### src/rtl/branch_ctrl.sv
// branch_ctrl: decodes branch/jump micro-ops into the program counter's
// jump interface. It holds a writable jump-target LUT and a hardware
// return-address stack, and keeps flush, sticky stack-error and
// taken-count status.
//
// The jump outputs are combinational, so the PC can sample them at the
// same edge that commits the op. All stored state updates on that edge.
module branch_ctrl #(
  parameter int D        = 12,
  parameter int L        = 5,
  parameter int RS_DEPTH = 4,
  parameter int CW       = 16
) (
  input  logic          clk,
  input  logic          reset,
  input  logic          valid,
  input  logic [2:0]    op,
  input  logic [L-1:0]  lut_idx,
  input  logic          zero_flag,
  input  logic [D-1:0]  prog_ctr,
  input  logic          lut_we,
  input  logic [L-1:0]  lut_waddr,
  input  logic [D-1:0]  lut_wdata,
  output logic          branch_en,
  output logic          reljump_en,
  output logic          absjump_en,
  output logic [D-1:0]  target,
  output logic          flush,
  output logic          rs_overflow,
  output logic          rs_underflow,
  output logic [CW-1:0] taken_cnt
);

  // CNTW must hold the full-stack count RS_DEPTH, so it needs one more code
  // than the number of entries.
  localparam int CNTW = $clog2(RS_DEPTH + 1);
  localparam int IW   = (RS_DEPTH > 1) ? $clog2(RS_DEPTH) : 1;

  localparam logic [2:0] OP_BEQZ = 3'd1;
  localparam logic [2:0] OP_BNEZ = 3'd2;
  localparam logic [2:0] OP_JREL = 3'd3;
  localparam logic [2:0] OP_JABS = 3'd4;
  localparam logic [2:0] OP_CALL = 3'd5;
  localparam logic [2:0] OP_RET  = 3'd6;

  logic [D-1:0]    lut [2**L];
  logic [D-1:0]    rs  [RS_DEPTH];
  logic [CNTW-1:0] rs_cnt;
  logic            rs_full;
  logic            rs_empty;
  logic [IW-1:0]   top_idx;
  logic [IW-1:0]   push_idx;
  logic [D-1:0]    lut_rd;
  logic            do_push;
  logic            do_pop;
  logic            do_ovf;
  logic            do_unf;

  assign rs_full  = (rs_cnt == CNTW'(RS_DEPTH));
  assign rs_empty = (rs_cnt == '0);
  // The top entry sits one below the count. A push writes at the count and
  // only happens when the stack is not full, so that index is always in range.
  assign top_idx  = IW'(rs_cnt - CNTW'(1));
  assign push_idx = IW'(rs_cnt);
  // The LUT is read before the edge, so a write to the same index in this
  // cycle is seen only from the next cycle on.
  assign lut_rd   = lut[lut_idx];

  // Decode the current op into jump outputs and stack side effects.
  // Everything is forced to 0 while reset is held.
  always_comb begin
    branch_en  = 1'b0;
    reljump_en = 1'b0;
    absjump_en = 1'b0;
    target     = '0;
    do_push    = 1'b0;
    do_pop     = 1'b0;
    do_ovf     = 1'b0;
    do_unf     = 1'b0;
    if (reset && valid) begin
      case (op)
        OP_BEQZ: begin
          if (zero_flag) begin
            branch_en  = 1'b1;
            reljump_en = 1'b1;
            target     = lut_rd;
          end
        end
        OP_BNEZ: begin
          if (!zero_flag) begin
            branch_en  = 1'b1;
            reljump_en = 1'b1;
            target     = lut_rd;
          end
        end
        OP_JREL: begin
          branch_en  = 1'b1;
          reljump_en = 1'b1;
          target     = lut_rd;
        end
        OP_JABS: begin
          branch_en  = 1'b1;
          absjump_en = 1'b1;
          target     = lut_rd;
        end
        OP_CALL: begin
          // A CALL with a full stack still jumps; only the push is lost.
          branch_en  = 1'b1;
          absjump_en = 1'b1;
          target     = lut_rd;
          if (rs_full) do_ovf  = 1'b1;
          else         do_push = 1'b1;
        end
        OP_RET: begin
          if (rs_empty) begin
            do_unf = 1'b1;
          end else begin
            branch_en  = 1'b1;
            absjump_en = 1'b1;
            target     = rs[top_idx];
            do_pop     = 1'b1;
          end
        end
        default: ;
      endcase
    end
  end

  // Jump-target LUT write port. It does not depend on valid or op.
  always_ff @(posedge clk or negedge reset) begin
    if (!reset) begin
      for (int i = 0; i < 2**L; i++) lut[i] <= '0;
    end else if (lut_we) begin
      lut[lut_waddr] <= lut_wdata;
    end
  end

  // Return-address stack: push prog_ctr+1 on CALL, pop on RET.
  always_ff @(posedge clk or negedge reset) begin
    if (!reset) begin
      for (int i = 0; i < RS_DEPTH; i++) rs[i] <= '0;
      rs_cnt <= '0;
    end else if (do_push) begin
      rs[push_idx] <= prog_ctr + D'(1);
      rs_cnt       <= rs_cnt + CNTW'(1);
    end else if (do_pop) begin
      rs_cnt <= rs_cnt - CNTW'(1);
    end
  end

  // Status: flush echoes the previous cycle's branch_en. The error flags are
  // sticky, and the taken counter stops at its maximum instead of wrapping.
  always_ff @(posedge clk or negedge reset) begin
    if (!reset) begin
      flush        <= 1'b0;
      rs_overflow  <= 1'b0;
      rs_underflow <= 1'b0;
      taken_cnt    <= '0;
    end else begin
      flush <= branch_en;
      if (do_ovf) rs_overflow  <= 1'b1;
      if (do_unf) rs_underflow <= 1'b1;
      if (branch_en && (taken_cnt != {CW{1'b1}})) taken_cnt <= taken_cnt + CW'(1);
    end
  end

endmodule
### config.mk
export PLATFORM = sky130hd
export DESIGN_NAME = branch_ctrl
export DESIGN_NICKNAME = d
export VERILOG_FILES = /design/src/rtl/branch_ctrl.sv
export SDC_FILE = /design/constraint.sdc
export NUM_CORES = 1
export LEC_CHECK = 0
export BUFFER_PORTS_ARGS = -buffer_cell sky130_fd_sc_hd__buf_2
export CORE_UTILIZATION = 45
export DETAILED_ROUTE_END_ITERATION = 12
export PLACE_DENSITY_LB_ADDON = 0.15
export SLEW_MARGIN = 20
export SYNTH_ARGS = -nofsm -noshare
export SYNTH_HDL_FRONTEND = slang
export SYNTH_SLANG_ARGS = --single-unit
export TNS_END_PERCENT = 5
### constraint.sdc
create_clock -name clk -period 3.6 [get_ports clk]
set_input_delay 0.72 -clock clk [delete_from_list [all_inputs] [get_ports clk]]
set_output_delay 0.72 -clock clk [all_outputs]
set_load 0.02 [all_outputs]
==> impl_metrics.env <==
export IMPL_via_count=12900
export IMPL_fp_row_count=79
export IMPL_wl_per_cell_um=24.6
export IMPL_place_detailed_hpwl_mm=35.8
export IMPL_muxShareOfSynthArea_pct=32.8
export IMPL_clock_sinks=454
export IMPL_startpoint_type="input port"
export IMPL_drtAntennaViolNets=0
export IMPL_worstPathRequired_ns=2.88
export IMPL_hold_class="input port to asynchronous set/reset pin"
export IMPL_yosys_area_share_xor_xnor_pct=0.988
export IMPL_fmax_ghz=0.288
export IMPL_worstPathMaxFanout=14
export IMPL_nNetsFinal=1642
export IMPL_drive_gt1_share_pct=43.1
export IMPL_ys_seq_area_share_pct=53.4
export IMPL_port_buffers=75
export IMPL_root_buffer="clkbuf_16"
export IMPL_gr_total_overflow=0
export IMPL_cts_buffers=49
export IMPL_status="finished, final reports clean"
export IMPL_mostFrequentLayoutCells="dfrtp_1 (454), mux2_2 (395), mux2i_1 (92), nand2_1 (83), buf_2 (72)"
export IMPL_cp_cell_sequence="buf_4 -> buf_4 -> buf_4 -> mux4_2 -> mux2i_1 -> a221oi_1 -> buf_4 -> a22o_1 -> buf_2"
export IMPL_start_util_pct=45.7
export IMPL_pin_count=76
export IMPL_slowest_stage="mux4_2"
export IMPL_routed_via_density=5.76
export IMPL_synth_area_um2=21300
export IMPL_globalRouteTotalUtil_pct=23.8
export IMPL_ys_ff_latch=454
export IMPL_drc=0
export IMPL_synth_fa_ha_area_share_pct=0.411
export IMPL_slew_viol_final=0
export IMPL_synth_nets=1558
export IMPL_post_route_util_pct=51.7
export IMPL_placed_area_um2=22400
export IMPL_slew_headroom_pct=34.8
export IMPL_drtPass1Iterations=6
export IMPL_clkTransAtPathRegs_ns=0.06
export IMPL_die_area_um2=48200
export IMPL_postLayoutSetupSlackWorst_ns=0.128
export IMPL_grt_pass1_vias=13400
export IMPL_dp_slack_ns=-0.0108
export IMPL_cpMostUsedCell="buf_4"
export IMPL_synth_top_family_by_area="multiplexers"
export IMPL_synth_warnings=0
export IMPL_cp_arrival_ns=2.75
export IMPL_areaGrowthSynthToFinish_pct=13.1
export IMPL_antenna_found_initial=0
export IMPL_drt_initial_drc_count=746
export IMPL_die_w_um=219
export IMPL_die_y_um=219
export IMPL_powerDensity_nw_per_um2=604
export IMPL_syn_instance_count=1509
export IMPL_clock_skew_ns=0.0139
export IMPL_h_tree_depth=2
export IMPL_peakVddDrop_mv=0.423
export IMPL_cts_tree="yes"
export IMPL_r2r_start="rs_cnt[1]$_DFFE_PN0P_"
export IMPL_cts_buffer_depth=3
export IMPL_period_share_pct=96.4
export IMPL_gp_congestion=0.825
export IMPL_worst_r2r_cell_count=7
export IMPL_syn_area_per_cell_um2=14.1
export IMPL_rsz0062_at_grt="false"
export IMPL_setup_viol=0
export IMPL_final_area_um2=24100
export IMPL_startpoint="lut_idx[0]"
export IMPL_synth_compound_area_share_pct=4.60
export IMPL_final_common_cell="dfrtp_1"
export IMPL_clk_latency_ns=0.60
export IMPL_p_leak_nw=11.0
export IMPL_antennaDiodeCount=0
export IMPL_fillers=3978
export IMPL_grt_max_degree=135
export IMPL_tightest_slew_ns=0.977
export IMPL_maxCapViolCount=0
export IMPL_wl_mm=55.1
export IMPL_coreArea_um2=46600
export IMPL_worst_setup_path_end_kind="output port"
export IMPL_slowest_delay_ns=0.50
export IMPL_period_minus_slack_ns=3.47
export IMPL_grt_pass1_wl_mm=84.8
export IMPL_synth_distinct_cells=56
export IMPL_synth_simple_gate_area_share_pct=4.50
export IMPL_worstSetupPathType="input port to output port"
export IMPL_hold_viol=0
-- cell usage after synthesis, drive strengths merged --
master / count / share of area [%]
a211oi: 5 / 0.18
a21o: 1 / 0.035
a21oi: 21 / 0.55
a221oi: 11 / 0.45
a22o: 12 / 0.49
a22oi: 27 / 0.95
a31o: 1 / 0.041
a31oi: 8 / 0.24
a32oi: 1 / 0.041
and2: 4 / 0.12
and2b: 1 / 0.035
and3: 4 / 0.12
and3b: 1 / 0.041
and4: 2 / 0.082
buf: 74 / 2.5
clkbuf: 43 / 0.76
dfrtp: 454 / 53
ha: 7 / 0.41
inv: 3 / 0.053
mux2: 398 / 21
mux2i: 92 / 4.3
mux4: 69 / 7.4
nand2: 86 / 1.6
nand2b: 4 / 0.12
nand3: 13 / 0.33
nand3b: 4 / 0.14
nand4: 8 / 0.24
nand4b: 1 / 0.041
nor2: 45 / 0.81
nor2b: 9 / 0.26
nor3: 6 / 0.19
nor3b: 6 / 0.21
o211ai: 1 / 0.035
o21ai: 46 / 1.1
o21bai: 1 / 0.035
o221ai: 7 / 0.29
o22ai: 1 / 0.029
o311ai: 3 / 0.12
o31ai: 1 / 0.035
or2: 2 / 0.059
or3b: 2 / 0.094
xnor2: 17 / 0.70
xor2: 7 / 0.29
-- where the power goes --
| group | internal (mW) | switching [mW] |
|---|---|---|
| combinational | 1.48 | 1.28 |
| sequential | 6.18 | 0.556 |
| clock | 3.01 | 2.04 |
| total | 10.7 | 3.87 |
-- path summary, 6_finish.rpt --
path                                       endpoint  slack, ns
max in group asynchronous      lut[273]$_DFFE_PN0P_       1.79
min in group clk                 rs[36]$_DFFE_PN0P_       0.45
min reg2reg                 rs_overflow$_DFFE_PN0P_       0.48
max                                       target[7]       0.13
max reg2reg                taken_cnt[1]$_DFFE_PN0P_       1.29
min                            lut[337]$_DFFE_PN0P_       0.26
-- metal layers --
metal / up-vias / GRT usage (%) / routed length (um)
met4: 0 / 9.86 / 2090
li1: 5729 / - / -
met3: 98 / 3.81 / 2490
met5: - / 0 / 0
met1: 6787 / 33.3 / 25000
met2: 264 / 37.1 / 25400
-- sequential cells by signal, summed over array words and instances, names as in the netlist --
signal        count
rs_cnt            3
flush             1
rs_overflow       1
taken_cnt        16
rs_underflow      1
lut             384
rs               48
-- cell type report --
type | instances | area [um2] | share of cell area (%)
flip-flops and latches | 454 | 11400 | 47.2
multi-input cells | 935 | 9230 | 38.3
clock buffers | 76 | 1510 | 6.27
repair buffers | 150 | 1080 | 4.51
well taps | 607 | 759 | 3.16
clock inverters | 12 | 114 | 0.473
inverters | 3 | 11.3 | 0.0468
-- what timing repair did --
item | in CTS | in global routing
hold buffers | 1 | 0
gates resized for setup | 2 | 0
setup buffers | 0 | 0
endpoints found under the setup margin | 2 | 0
endpoints found under the hold margin | 5 | 0
-- kinds of logic (layout without fill, tap and decap cells) --
logic type | after synthesis | after routing
xor gates and xnor gates | 24 | 24
and+or+nand+nor | 198 | 198
buffers and inverters | 120 | 241
DFF | 454 | 454
muxes | 559 | 559
AOI/OAI and AO/OA | 147 | 147
adders and majority gates | 7 | 7
-- critical path: cells and delay by family --
kind,cells,cell delay [ns]
buf+inv,5,1.01
mux,2,0.66
compound gates,2,0.35
-- through the flow --
stage	hold WS, ns	TNS, ns	cells	power [mW]
after floorplan	0.424	0	1509	8.66
after global placement	0.454	0	2148	9.51
after detailed placement	0.461	-0.0189	2148	9.60
after CTS	0.311	0	2237	14.7
after global routing	0.321	0	2237	15.3
final	0.255	0	2237	14.5
Note: power is estimated with default switching activity, not from simulation.
